File: src/rtl/od_sensor_scheduler.sv
// od_sensor_scheduler
// Shares one object-detection timer between NUM_SENS ultrasonic channels.
// A round-robin arbiter picks a pending sensor, the timer is loaded with
// the one-way time (time_taken/2), the FSM waits for Object_detected or
// time_out (bounded by a watchdog), then the result is offered to the CAN
// update path and folded into a per-sensor detection map.
// Optional build macro: OD_FRONT_PRIORITY_EN -- sensor 0 always wins when
// it requests, and serving it leaves the round-robin pointer untouched.
//
// Result handshake: a frame transfers on every rising edge where
// tx_valid && tx_ready. tx_valid rises only in REPORT, and while it is high
// tx_id and tx_detected do not change. Once raised, tx_valid stays high
// until the transfer; it never drops without one (except on reset).

module od_sensor_scheduler #(
   parameter int NUM_SENS = 4,
   parameter int TW       = 23,
   parameter int IDW      = 2,
   parameter int WD_CYC   = 16
) (
   input  logic                   clk,
   input  logic                   rst,
   input  logic [NUM_SENS-1:0]    req,
   input  logic [NUM_SENS*TW-1:0] time_taken,
   output logic [NUM_SENS-1:0]    grant,
   output logic                   tmr_start,
   output logic [TW-1:0]          tmr_value,
   input  logic                   time_out,
   input  logic                   Object_detected,
   output logic                   tx_valid,
   input  logic                   tx_ready,
   output logic [IDW-1:0]         tx_id,
   output logic                   tx_detected,
   output logic [NUM_SENS-1:0]    obj_map,
   output logic                   busy,
   output logic                   wd_err,
   output logic [1:0]             fsm_state
);

   localparam logic [1:0] S_IDLE   = 2'd0;
   localparam logic [1:0] S_START  = 2'd1;
   localparam logic [1:0] S_WAIT   = 2'd2;
   localparam logic [1:0] S_REPORT = 2'd3;

   localparam int WDW = $clog2(WD_CYC + 1);

   logic [1:0]     state;
   logic [IDW-1:0] sel;
   logic [IDW-1:0] ptr;
   logic [IDW-1:0] win;
   logic           found;
   logic           result;
   logic [WDW-1:0] wd_cnt;

   // Arbiter: first requesting sensor at or after ptr, wrapping around.
   always_comb begin
      int j;
      logic [IDW-1:0] jj;
      win   = '0;
      found = 1'b0;
      j     = 0;
      jj    = '0;
      for (int i = 0; i < NUM_SENS; i++) begin
         j = int'(ptr) + i;
         if (j >= NUM_SENS) j = j - NUM_SENS;
         jj = IDW'(j);
         if (!found && req[jj]) begin
            found = 1'b1;
            win   = jj;
         end
      end
`ifdef OD_FRONT_PRIORITY_EN
      if (req[0]) win = '0;
`endif
   end

   // Main FSM: capture, start timer, wait with watchdog, report result.
   always_ff @(posedge clk or negedge rst) begin
      if (!rst) begin
         state     <= S_IDLE;
         sel       <= '0;
         ptr       <= '0;
         tmr_value <= '0;
         result    <= 1'b0;
         wd_cnt    <= '0;
         wd_err    <= 1'b0;
         obj_map   <= '0;
      end else begin
         case (state)
            S_IDLE: begin
               if (|req) begin
                  sel       <= win;
                  tmr_value <= time_taken[int'(win)*TW +: TW] >> 1;
                  state     <= S_START;
               end
            end
            S_START: begin
               wd_cnt <= '0;
               state  <= S_WAIT;
            end
            S_WAIT: begin
               // Detection takes precedence over a coincident time_out.
               if (Object_detected) begin
                  result <= 1'b1;
                  state  <= S_REPORT;
               end else if (time_out) begin
                  result <= 1'b0;
                  state  <= S_REPORT;
               end else if (wd_cnt == WDW'(WD_CYC - 1)) begin
                  result <= 1'b0;
                  wd_err <= 1'b1;
                  state  <= S_REPORT;
               end else begin
                  wd_cnt <= wd_cnt + 1'b1;
               end
            end
            S_REPORT: begin
               if (tx_ready) begin
                  obj_map[sel] <= result;
`ifdef OD_FRONT_PRIORITY_EN
                  if (sel != '0)
                     ptr <= (sel == IDW'(NUM_SENS - 1)) ? '0 : sel + 1'b1;
`else
                  ptr <= (sel == IDW'(NUM_SENS - 1)) ? '0 : sel + 1'b1;
`endif
                  state <= S_IDLE;
               end
            end
            default: state <= S_IDLE;
         endcase
      end
   end

   // Output decode: pulses and frame fields derive from the current state.
   always_comb begin
      grant = '0;
      if (state == S_START) grant[sel] = 1'b1;
      tmr_start   = (state == S_START);
      tx_valid    = (state == S_REPORT);
      tx_id       = (state == S_REPORT) ? sel : '0;
      tx_detected = (state == S_REPORT) ? result : 1'b0;
      busy        = (state != S_IDLE);
      fsm_state   = state;
   end

endmodule

File: config.mk
export PLATFORM = sky130hd
export DESIGN_NAME = od_sensor_scheduler
export DESIGN_NICKNAME = d
export VERILOG_FILES = /design/src/rtl/od_sensor_scheduler.sv
export SDC_FILE = /design/constraint.sdc
export NUM_CORES = 1
export LEC_CHECK = 0
export BUFFER_PORTS_ARGS = -buffer_cell sky130_fd_sc_hd__buf_2
export CORE_MARGIN = 3
export CORE_UTILIZATION = 45
export DETAILED_ROUTE_END_ITERATION = 10
export PLACE_DENSITY_LB_ADDON = 0.3
export SLEW_MARGIN = 25
export SYNTH_ARGS = -nofsm -noshare
export SYNTH_HDL_FRONTEND = slang
export SYNTH_SLANG_ARGS = --single-unit
File: constraint.sdc
create_clock -name clk -period 2.45 [get_ports clk]
set_input_delay 0.1225 -clock clk [delete_from_list [all_inputs] [get_ports clk]]
set_output_delay 0.1225 -clock clk [all_outputs]
set_load 0.05 [all_outputs]
# [Word-level counts from Yosys, hierarchy flattened]
# Index checks and enable logic that the tools add are counted.
[totals] register_bits=39 in_bits=101
[classes] n_shift=1 mux=39 n_mul=1 n_bitwise=2 n_eq_ne=11 add_sub_neg=9 reduce_logical=18 magnitude_cmp=10
[ops] op="indexed part select 92 x 8 -> 23 bit" n=1
[ops] op="2-to-1 mux 2 bit" n=15
[ops] op="less-than comparator 2 x 3 -> 1 bit, second input constant" n=5
[ops] op="2-to-1 mux 5 bit" n=3
[ops] op="2-to-1 mux 1 bit" n=12
[ops] op="case mux 5 bit (2 select lines)" n=1
[ops] op="greater-or-equal comparator 3 bit, second input constant" n=3
[ops] op="binary-select mux 1 bit (select 2 bit)" n=4
[ops] op="!= test 2 bit, second input constant" n=4
[ops] op="case mux 2 bit (4 select lines)" n=1
[ops] op="AND reduction 4 bit" n=2
[ops] op="subtractor 2 x 1 -> 2 bit, second input constant" n=4
[ops] op="multiplier 2 x 5 -> 7 bit, second input constant" n=1
[ops] op="adder 2 x 2 -> 3 bit, second input constant" n=2
[ops] op="equality test 2 bit, second input constant" n=3
[ops] op="AND reduction 2 bit" n=3
[ops] op="adder 5 x 1 -> 5 bit, second input constant" n=1
[ops] op="equality test 5 x 4 -> 1 bit, second input constant" n=1
[ops] op="bitwise mux 4 bit" n=1
[ops] op="logical AND 1 bit" n=4
[ops] op="2-to-1 mux 4 bit" n=1
[ops] op="!= test 4 bit, second input constant" n=1
[ops] op="nonzero test 2 bit" n=2
[ops] op="OR reduction 4 bit" n=1
[ops] op="12 further kinds" n=15

# [Depth between registers and ports, before layout]
[depth] depth_word=16 ltp_mapped=8

# [Worst setup path before layout]
# No wires, ideal clock.
[synth_path] path_kind="flip-flop to flip-flop" start="register state[0], in the netlist fsm_state[0]" end="register tmr_value[10]" arrival_ns=2.066 path_buffers=1 stages_incl_launch_ff=8 required_ns=2.312 setup_slack_ns=0.247 cell_sequence="dfrtp_1 > inv_1 > ha_1 > inv_1 > nor2_1 > o21ai_0 > buf_2 > o221ai_1"
[synth_between] elab_chain_len=2
[synth_rtl] item="from (decl)" line="47" rtl="logic [1:0] state;"
[synth_rtl] item="from (signal assigned)" line="80" rtl="state <= S_IDLE;"
[synth_rtl] item="from (signal assigned)" line="94" rtl="state <= S_START;"
[synth_rtl] item="from (signal assigned)" line="99" rtl="state <= S_WAIT;"
[synth_rtl] item="logical NOT 2 bit" line="89" rtl="case (state)"
[synth_rtl] item="AND reduction 2 bit (no source line)"
[synth_rtl] item="to (signal assigned)" line="93" rtl="tmr_value <= time_taken[int'(win)*TW +: TW] >> 1;"
[synth_rtl] item="to (decl)" line="27" rtl="output logic [TW-1:0] tmr_value,"
# Every way passes these cells.
# A chain may end at the register's enable or synchronous reset.

# [Worst setup path in the final report]
[layout_path] start="register wd_cnt[0]" end="register state[0], in the netlist fsm_state[0]"
[layout_between] elab_chain_len=3
[layout_rtl] item="from (decl)" line="53" rtl="logic [WDW-1:0] wd_cnt;"
[layout_rtl] item="from (signal assigned)" line="114" rtl="wd_cnt <= wd_cnt + 1'b1;"
[layout_rtl] item="equality test 5 x 4 -> 1 bit" line="109" rtl="end else if (wd_cnt == WDW'(WD_CYC - 1)) begin"
[layout_rtl] item="!= test 4 bit (no source line)"
[layout_rtl] item="AND reduction 3 bit (no source line)"
[layout_rtl] item="to (signal assigned)" line="105" rtl="state <= S_REPORT;"
[layout_rtl] item="to (signal assigned)" line="108" rtl="state <= S_REPORT;"
[layout_rtl] item="to (signal assigned)" line="112" rtl="state <= S_REPORT;"
# Every way passes these cells.

==> flow_metrics.py <==
metrics = {
    "power_and_ir_drop": {
        "power_frac_seq": 0.243,
        "power.leakage_nw": 1.82,
        "power_frac_comb": 0.620,
        "totalPowerFinal_mw": 4.58,
        "power.share.switching": 0.513,
        "internal_power_mw": 2.23,
        "power.ir.vdd_worst_uv": 592,
        "cellPowerDensity_nw_per_um2": 1360,
        "pwr-share-clk": 0.137,
        "switching_power_mw": 2.35,
    },
    "yosys": {
        "synth_area_leaders": "sky130_fd_sc_hd__dfrtp_1 39%, sky130_fd_sc_hd__mux2i_1 17%, sky130_fd_sc_hd__o221ai_2 11%",
        "synth_top_cells_by_count": "44 x sky130_fd_sc_hd__mux2i_1, 39 x sky130_fd_sc_hd__dfrtp_1, 32 x sky130_fd_sc_hd__nand2_1, 19 x sky130_fd_sc_hd__o221ai_2",
        "yosysUniqueCellTypes": 36,
        "postSynthCellCount": 227,
        "mappedNetlistNets": 338,
        "yosysMostFrequentCell": "sky130_fd_sc_hd__mux2i_1",
        "post_synth_top_area_share": 0.387,
        "synth.cell_area_sq_um": 2520,
        "yosys_warnings": 0,
        "synth-async-reset-ratio": 1.00,
        "synth_top_area_cell": "sky130_fd_sc_hd__dfrtp_1",
        "synth.yosys.seq_area_share": 0.387,
        "main_synth_ff_type": "sky130_fd_sc_hd__dfrtp_1",
        "synth_enable_flop_cells": 0,
        "postSynthAreaPerCell_sq_um": 11.1,
        "synth_seq_cells": 39,
    },
    "sta": {
        "fin_crit_sh": 0.799,
        "finalMaxSlewViolations": 0,
        "slew_headroom": 0.412,
        "final_critical_period_ps": 1960,
        "hold_viol_final": 0,
        "timing.final.ws_setup_ps": 492,
        "skew_ps": 5.55,
        "finalSetupViolCount": 0,
        "final_sum_of_negative_setup_slack_ps": 0,
        "timing_worst_slew_pin_value_ps": 882,
        "clock.fmax_mhz": 511,
        "rsz0062_at_grt": "no",
    },
    "worst_setup_path": {
        "reg2reg_slack_ps": 490,
        "critical_path.cell_chain": "ha_1, and3_1, ha_1, nor4b_2, buf_4, a221oi_1, o21ai_0, o21ai_0",
        "cp-end-kind": "flip-flop",
        "critical_path_required_ps": 2600,
        "data_arrival_time_of_the_critical_path_ps": 2110,
        "setup.worst_path.class": "reg -> reg",
        "cp_max_fo": 6,
        "crit_path_start_kind": "flip-flop",
        "critical_path.slowest_cell": "sky130_fd_sc_hd__dfrtp_1",
        "critical-path-max-stage-delay_ps": 410,
    },
    "detailed_routing": {
        "ant_nets": 0,
        "drt_pass1_iterations": 4,
        "detail_route.drc_violations": 0,
        "viasPerCell": 5.16,
        "route.vias.total": 2222,
        "drt_iter0_drc": 73,
        "route.detailed.wl_per_inst_um": 14.8,
        "drt-total-wl_um": 6360,
    },
    "flow_run": {
        "max_cap_violations": 0,
    },
    "run_status": {
        "status": "finished, final reports clean",
    },
    "final_layout": {
        "postLayoutCellArea_sq_um": 3370,
        "final_cells": 431,
        "nets": 471,
        "drive_gt1_frac": 0.493,
        "synthesis_to_layout_area_growth_pct": 33.6,
        "num_antenna_cells": 0,
    },
    "global_route": {
        "global_route.usage.total": 0.193,
        "sum_of_overflow_across_all_layers_after_global_routing": 0,
        "largest_net_degree_at_the_start_of_global_routing": 40,
        "grt_antenna_before_repair": 0,
        "global_route_wire_length_before_repair_um": 10000,
        "first_global_vias": 2203,
    },
    "floorplanning": {
        "initial_core_util": 0.479,
        "die_h_um": 80.9,
        "fp.dieArea_sq_um": 6540,
        "die_x_um": 80.9,
        "core_region_area_sq_um": 5270,
        "num_rows": 26,
        "io_count": 141,
    },
    "clock_tree": {
        "cts.clk_slew.worst_paths_ps": 80,
        "cts-buffers-inserted": 5,
        "insertion_delay_ps": 280,
        "clock_sink_count": 39,
        "cts_tree": "yes",
        "cts.repair_timing.setup_buffer_count": 0,
        "clock_tree.root_cell": "sky130_fd_sc_hd__clkbuf_8",
        "clockBufferDepth": 2,
        "post_cts_resized": 0,
        "clock_tree.htree_level_count": 2,
    },
    "placed_design": {
        "io_buffers": 135,
        "dp_worst_setup_slack_ps": 493,
        "place_inst": 422,
        "place.gp.congestion": 0.779,
        "place_hpwl_um": 5000,
        "place_area_sq_um": 3230,
    },
    "worst_hold_path": {
        "hp-class": "in -> reg",
    },
}
-- cell type report --
type | count | area (sq um)
Fill cell | 442 | 1900
Multi-Input combinational cell | 163 | 1400
Sequential cell | 39 | 976
Timing Repair Buffer | 141 | 736
Tap cell | 70 | 87.6
Clock buffer | 6 | 72.6
Clock inverter | 2 | 60.1
Inverter | 10 | 37.5
-- cells in the final DEF (no fill, tap or decap), drive strengths merged, types with 2 or more instances in the layout --
| cell | count |
|---|---|
| mux2 | 7 |
| nand2 | 32 |
| mux2i | 44 |
| a22o | 2 |
| bufinv | 2 |
| inv | 10 |
| nor2 | 3 |
| nand3 | 6 |
| ha | 10 |
| and2 | 7 |
| buf | 140 |
| clkbuf | 6 |
| dfrtp | 39 |
| a21oi | 3 |
| o221ai | 23 |
| o31ai | 2 |
| o21ai | 10 |
-- worst max-delay path, delay by kind of cell (launching register included) --
kind / cells / cell delay, ps
AOI/OAI and AO/OA: 3 / 320
adders and majority gates: 2 / 440
buffers and inverters: 1 / 200
DFF: 1 / 410
and+or+nand+nor: 2 / 450
-- layer usage --
layer / up-vias / GRT usage / routed length, um
met4: 0 / 0.0541 / 56
li1: 1096 / - / -
met1: 1047 / 0.225 / 2500
met3: 6 / 0.0355 / 452
met2: 73 / 0.358 / 3350
met5: - / 0 / 0
-- registers in the layout, summed over array words and instances, names as in the netlist --
register / count
wd_err: 1
tmr_value: 22
obj_map: 4
result: 1
wd_cnt: 5
sel: 2
ptr: 2
fsm_state: 2
-- power by group through the flow --
stage | registers (mW) | logic (mW) | clock network [mW]
after detailed placement | 1.12 | 2.87 | 0
after global placement | 1.11 | 2.81 | 0
after floorplan | 1.90 | 1.48 | 0
after global routing | 1.16 | 3.04 | 0.668
final | 1.11 | 2.84 | 0.627
after CTS | 1.11 | 2.88 | 0.641
-- metrics by stage --
stage,hold WS [ps],utilization
finish,108,0.639
global route,116,0.639
CTS,104,0.639
detailed placement,298,0.612
global placement,285,0.612
floorplan,-173,-
-- kinds of logic (layout without fill, tap and decap cells) --
family	after synthesis	after routing	synth area share
AOI/OAI and AO/OA	44	44	0.179
adders and majority gates	10	10	0.0496
DFF	39	39	0.387
and+or+nand+nor	57	57	0.111
other	1	1	0.00149
muxes	51	51	0.206
buffers and inverters	25	159	0.0665
-- path summary, 6_finish.rpt --
path | start | to | depth (start not counted)
worst max-delay path | wd_cnt[0] | fsm_state[0] | 8
worst min-delay path | Object_detected | result | 2
worst max register to register | wd_cnt[0] | fsm_state[0] | 8
worst min register to register | wd_err | wd_err | 1
max in group asynchronous | rst | obj_map[0] | 2
min in group asynchronous | rst | wd_err | 2
-- what timing repair did --
item | CTS | global route
endpoints found under the hold margin | 39 | 0
hold buffers | 1 | 0
endpoints found under the setup margin | 0 | 0
Note: power is estimated with default switching activity, not from simulation.
